### src/rtl/mult_div_unit.sv
// Iterative radix-2 multiply / restoring-divide unit producing a MIPS-style HI/LO pair.
// Signed ops work on magnitudes and apply the recorded signs in a two-cycle FIX phase.
module mult_div_unit #(
  parameter int WIDTH = 32
) (
  input  logic             clk,
  input  logic             rst_n,
  input  logic             start,
  input  logic [1:0]       op,
  input  logic [WIDTH-1:0] input_a,
  input  logic [WIDTH-1:0] input_b,
  output logic             busy,
  output logic             done,
  output logic [WIDTH-1:0] hi,
  output logic [WIDTH-1:0] lo,
  output logic             div_by_zero
);

  localparam int CW = $clog2(WIDTH);
  localparam logic [CW-1:0] CNT_LAST = CW'(WIDTH - 1);
  localparam logic [CW-1:0] CNT_ONE  = {{(CW-1){1'b0}}, 1'b1};

  typedef enum logic [1:0] {
    IDLE = 2'd0,
    RUN  = 2'd1,
    FIX  = 2'd2,
    DONE = 2'd3
  } state_t;

  state_t             state_r, state_s;
  logic               accept_s, dbz_in_s;
  logic               op_div_r, neg_q_r, neg_r_r, dbz_r, fix_phase_r;
  logic [WIDTH-1:0]   b_mag_r;
  logic [2*WIDTH-1:0] acc_r;
  logic [CW-1:0]      cnt_r;
  logic [WIDTH-1:0]   hi_r, lo_r;
  logic               busy_r, done_r, dbz_flag_r;

  logic [WIDTH-1:0]   acc_hi_s, acc_lo_s;
  logic [WIDTH:0]     sum_s, shifted_s, diff_s;
  logic [2*WIDTH-1:0] mul_next_s, div_next_s, fixed_s;

  function automatic logic [WIDTH-1:0] neg_w(input logic [WIDTH-1:0] v);
    return ~v + {{(WIDTH-1){1'b0}}, 1'b1};
  endfunction

  function automatic logic [2*WIDTH-1:0] neg_2w(input logic [2*WIDTH-1:0] v);
    return ~v + {{(2*WIDTH-1){1'b0}}, 1'b1};
  endfunction

  // Magnitude of v when it is a negative signed operand, otherwise v itself
  function automatic logic [WIDTH-1:0] mag(input logic [WIDTH-1:0] v, input logic sgn);
    return (sgn && v[WIDTH-1]) ? neg_w(v) : v;
  endfunction

  assign accept_s = start && ((state_r == IDLE) || (state_r == DONE));
  assign dbz_in_s = op[1] && (input_b == {WIDTH{1'b0}});
  assign acc_hi_s = acc_r[2*WIDTH-1:WIDTH];
  assign acc_lo_s = acc_r[WIDTH-1:0];

  assign busy        = busy_r;
  assign done        = done_r;
  assign hi          = hi_r;
  assign lo          = lo_r;
  assign div_by_zero = dbz_flag_r;

  // Next-state logic
  always_comb begin
    state_s = state_r;
    case (state_r)
      IDLE, DONE: begin
        if (start) begin
          state_s = dbz_in_s ? FIX : RUN;
        end else begin
          state_s = IDLE;
        end
      end
      RUN: begin
        if (cnt_r == CNT_LAST) begin
          state_s = FIX;
        end else begin
          state_s = RUN;
        end
      end
      FIX: begin
        if (fix_phase_r) begin
          state_s = DONE;
        end else begin
          state_s = FIX;
        end
      end
      default: state_s = IDLE;
    endcase
  end

  // One shift-add step, one restoring-divide step and the sign-corrected result
  always_comb begin
    if (acc_r[0]) begin
      sum_s = {1'b0, acc_hi_s} + {1'b0, b_mag_r};
    end else begin
      sum_s = {1'b0, acc_hi_s};
    end
    mul_next_s = {sum_s, acc_lo_s[WIDTH-1:1]};

    // Remainder lives in the upper half, dividend shifts out of the lower half as quotient shifts in
    shifted_s = {acc_hi_s, acc_lo_s[WIDTH-1]};
    diff_s    = shifted_s - {1'b0, b_mag_r};
    if (shifted_s >= {1'b0, b_mag_r}) begin
      div_next_s = {diff_s[WIDTH-1:0], acc_lo_s[WIDTH-2:0], 1'b1};
    end else begin
      div_next_s = {shifted_s[WIDTH-1:0], acc_lo_s[WIDTH-2:0], 1'b0};
    end

    if (dbz_r) begin
      fixed_s = {acc_lo_s, {WIDTH{1'b1}}};
    end else if (op_div_r) begin
      fixed_s = {(neg_r_r ? neg_w(acc_hi_s) : acc_hi_s),
                 (neg_q_r ? neg_w(acc_lo_s) : acc_lo_s)};
    end else if (neg_q_r) begin
      fixed_s = neg_2w(acc_r);
    end else begin
      fixed_s = acc_r;
    end
  end

  // State register
  always_ff @(posedge clk or negedge rst_n) begin
    if (!rst_n) begin
      state_r <= IDLE;
    end else begin
      state_r <= state_s;
    end
  end

  // Datapath and registered outputs
  always_ff @(posedge clk or negedge rst_n) begin
    if (!rst_n) begin
      op_div_r    <= 1'b0;
      neg_q_r     <= 1'b0;
      neg_r_r     <= 1'b0;
      dbz_r       <= 1'b0;
      fix_phase_r <= 1'b0;
      b_mag_r     <= {WIDTH{1'b0}};
      acc_r       <= {(2*WIDTH){1'b0}};
      cnt_r       <= {CW{1'b0}};
      hi_r        <= {WIDTH{1'b0}};
      lo_r        <= {WIDTH{1'b0}};
      busy_r      <= 1'b0;
      done_r      <= 1'b0;
      dbz_flag_r  <= 1'b0;
    end else begin
      busy_r <= (state_s == RUN) || (state_s == FIX);
      done_r <= (state_s == DONE);
      case (state_r)
        IDLE, DONE: begin
          if (accept_s) begin
            op_div_r    <= op[1];
            neg_q_r     <= op[0] && (input_a[WIDTH-1] ^ input_b[WIDTH-1]);
            neg_r_r     <= op[0] && input_a[WIDTH-1];
            dbz_r       <= dbz_in_s;
            b_mag_r     <= mag(input_b, op[0]);
            // On divide by zero the raw dividend is kept so it can be returned unchanged
            acc_r       <= {{WIDTH{1'b0}}, (dbz_in_s ? input_a : mag(input_a, op[0]))};
            cnt_r       <= {CW{1'b0}};
            fix_phase_r <= 1'b0;
            dbz_flag_r  <= 1'b0;
          end
        end
        RUN: begin
          acc_r <= op_div_r ? div_next_s : mul_next_s;
          cnt_r <= cnt_r + CNT_ONE;
        end
        FIX: begin
          if (!fix_phase_r) begin
            acc_r       <= fixed_s;
            fix_phase_r <= 1'b1;
          end else begin
            hi_r        <= acc_hi_s;
            lo_r        <= acc_lo_s;
            dbz_flag_r  <= dbz_r;
            fix_phase_r <= 1'b0;
          end
        end
        default: begin
          fix_phase_r <= 1'b0;
        end
      endcase
    end
  end

endmodule

### config.mk
export PLATFORM = sky130hd
export DESIGN_NAME = mult_div_unit
export DESIGN_NICKNAME = d
export VERILOG_FILES = /design/src/rtl/mult_div_unit.sv
export SDC_FILE = /design/constraint.sdc
export NUM_CORES = 1
export LEC_CHECK = 0
export ABC_AREA = 1
export CORE_UTILIZATION = 55
export CTS_CLUSTER_DIAMETER = 40
export DETAILED_ROUTE_END_ITERATION = 6
export DONT_BUFFER_PORTS = 1
export GPL_ROUTABILITY_DRIVEN = 0
export PLACE_DENSITY = 0.67
export SYNTH_ARGS = -nofsm -noshare
export SYNTH_HDL_FRONTEND = slang
export SYNTH_SLANG_ARGS = --single-unit
### constraint.sdc
create_clock -name clk -period 7.2 [get_ports clk]
set_clock_uncertainty 0.1 [all_clocks]
set_input_delay 0.72 -clock clk [delete_from_list [all_inputs] [get_ports clk]]
set_output_delay 0.72 -clock clk [all_outputs]
set_load 0.1 [all_outputs]
==> summary.txt <==
Critical path
  – Crit path cell chain: inv_1, ha_1, buf_4, inv_2, nor2_2, inv_2, nor2_1, a21oi_1, o31ai_4, buf_4, nor2_2, nand2_1, nand2_1
  – WP depth: 13
  – Critical Path AT: 4110 ps
  – Crit path max-delay family: simple AND/OR/NAND/NOR gates
  – Crit path kind: register to register
  – Worst r2r path cells: 13
  – Setup crit end kind: register
  – Critical path peak fanout: 37
  – Reg-to-Reg Start: state_r[0]
  – Reg-to-reg endpoint: acc_r[56]
  – Startpoint Class: register
  – Largest stage delay on the critical path: 1020 ps
  – Worst Setup EP: acc_r[56]
  – Crit path from: state_r[0]
  – Crit path required time: 7490 ps
  – Flop-to-flop setup slack: 3380 ps
  – Buf/Inv on CP: 5
  – Crit-path slowest cell: nor2_2

Timing
  – RSZ-0062 raised after global routing: false
  – Measured slew at the worst slew-check pin: 1370 ps
  – Fin. max-slew vios: 0
  – Final WS setup: 3380 ps
  – Period minus WS final: 3820 ps
  – Fin crit share: 53.0%
  – Final hold vios: 3
  – Max-slew headroom: 8.46%
  – Setup TNS: 0 ps
  – Hold slack final: -35.8 ps
  – Final setup fails: 0
  – Peak Freq: 262 MHz

Finish
  – # diodes: 0
  – Final net count: 3122
  – # fillers: 3268
  – Final Cell Area: 0.0186 mm²
  – Share of layout cells above drive strength 1: 3.71%
  – Register area: 0.00438 mm²
  – Area Growth Syn to Fin: 4.56%
  – Multi-input logic area: 0.0114 mm²

GRT
  – Largest net degree at the start of global routing: 176
  – GR Util All Layers: 41.9%
  – Vias in the first global route: 18300
  – Grt ovf: 0
  – Antenna violations before repair: 2
  – Global-route wire length before repair: 106000 µm

Logic synthesis
  – Post-Syn Nets: 3190
  – Sequential area share after synthesis: 24.7%
  – Distinct cells, synth: 52
  – Synth Cell Area: 0.0178 mm²
  – Register bit total from synthesis: 175
  – Synth async-reset ratio: 100%
  – Synth Flop Type: dfrtp_1
  – Yosys top cell area share: 24.7%
  – Synth cell count leaders: nand2_1 (997), inv_1 (388), nor2_1 (332), nand3_1 (239), a21oi_1 (226)
  – Post-Synthesis Cells: 3046
  – Mean Syn Cell Area: 5.83 µm²
  – Area leader, netlist: dfrtp_1
  – Synth warn: 0
  – Post-synth EDFFs: 0
  – Top-count cell post-synth: nand2_1
  – Synth top area cells: dfrtp_1 (25%), nand2_1 (21%), inv_1 (8.2%), nor2_1 (7.0%), nand3_1 (6.7%)

Routing
  – Post-route ant nets: 0
  – DRC viols: 0
  – Initial DRC Count: 2888
  – Vias/cell: 6.02
  – Routed vias: 20400
  – Drt total wl: 69100 µm
  – 1st-pass router iterations: 6
  – Drt wl/cell: 20.4 µm

Placement
  – Pre-CTS WS: 3550 ps
  – Dpl hpwl: 53600 µm
  – Placed instance area: 0.0180 mm²
  – Port Buffer Count: 0

Floorplanning
  – Io pins: 136
  – Die area: 0.0330 mm²
  – Site row count: 65
  – Initial Util: 56.1%
  – Die height: 182 µm
  – Core area: 0.0316 mm²
  – Width of the die: 182 µm

Clock tree
  – Clock-pin slew on the worst setup and hold paths: 90 ps
  – Post-CTS setup buffer count: 0
  – H-tree depth: 4
  – CTS tree: done
  – Max Root-Sink Buffers: 2
  – Clock Sinks: 175
  – TritonCTS Buffers: 17
  – Clock root buffer: clkbuf_16
  – Worst skew pair latency: 470 ps

Job
  – Max Cap Viol: 0

Hold path
  – HP Class: input port to async pin

Status
  – Status: complete, but fails checks
  – Violated checks: hold timing
## stage by stage
step / instances / util [%]
final: 3392 / 58.7
after global routing: 3392 / 58.7
after CTS: 3392 / 58.7
after detailed placement: 3360 / 56.7
after global placement: 3360 / 56.7
after floorplan: 3046 / -
## worst min-delay path by stage
| stage | to | slack (ps) | depth (start not counted) |
|---|---|---|---|
| 2_1_floorplan | acc_r[0] | 320 | 0 |
| 3_3_place_gp | b_mag_r[22] | 330 | 0 |
| 3_5_place_dp | b_mag_r[22] | 330 | 0 |
| 4_1_cts | b_mag_r[22] | 220 | 1 |
| 5_1_grt | b_mag_r[22] | 260 | 1 |
| 6_report | b_mag_r[22] | -40 | 1 |
## metal layers
layer	wire, µm	global-route usage (%)	vias up
li1	-	-	9628
met1	29600	60.1	9311
met2	27800	59.7	1291
met3	9120	11.3	180
met4	2560	15.4	4
met5	68	0	-
## cell usage in the layout, fill, tap and decap left out, drive strengths merged, types with 3 or more instances in the layout
cell type,netlist,routed
a21oi,227,227
nand3,244,244
clkinv,1,4
and3,4,4
o21bai,9,9
xor2,63,63
nand2,1005,1005
a21o,3,3
nor4,8,8
inv,409,415
o211ai,12,12
clkbuf,75,18
o21ai,219,219
buf,24,12
nor2,343,343
dfrtp,175,175
a22oi,11,11
or2,8,8
nand4,44,44
nor3,32,32
nand3b,13,13
xnor2,16,16
o221ai,3,3
ha,73,73
a31oi,13,13
## sequential cells by signal, summed over array words and instances, names as in the netlist
register	flops
acc_r	64
b_mag_r	32
hi	32
lo	32
cnt_r	5
state_r	2
busy	1
dbz_r	1
div_by_zero	1
done	1
fix_phase_r	1
neg_q_r	1
neg_r_r	1
op_div_r	1
## cell families (layout without fill, tap and decap cells)
kind of cell               count (synthesis)  after routing  share of synthesized area [%]
DFF                                      175            175                           24.7
buffers and inverters                    509            453                           11.0
and+or+nand+nor                         1703           1703                           39.8
adders and majority gates                 75             75                           5.37
AOI/OAI and AO/OA                        505            505                           15.3
xor gates and xnor gates                  79             79                           3.90
## area by class of cell
type	count	area share (%)
multi-input combinational	2362	61.6
sequential	175	23.6
inverter	410	8.29
tap	402	2.71
clock buffer	18	2.36
clock inverter	13	0.822
timing repair buffer	12	0.593
## timing repair
item / in CTS / in global routing
hold buffers: 1 / 0
resized for setup: 0 / 0
hold endpoints to repair: 175 / 0
Power is not shown: default switching activity piles up to over one toggle a cycle in this logic, so the estimate is an artifact.
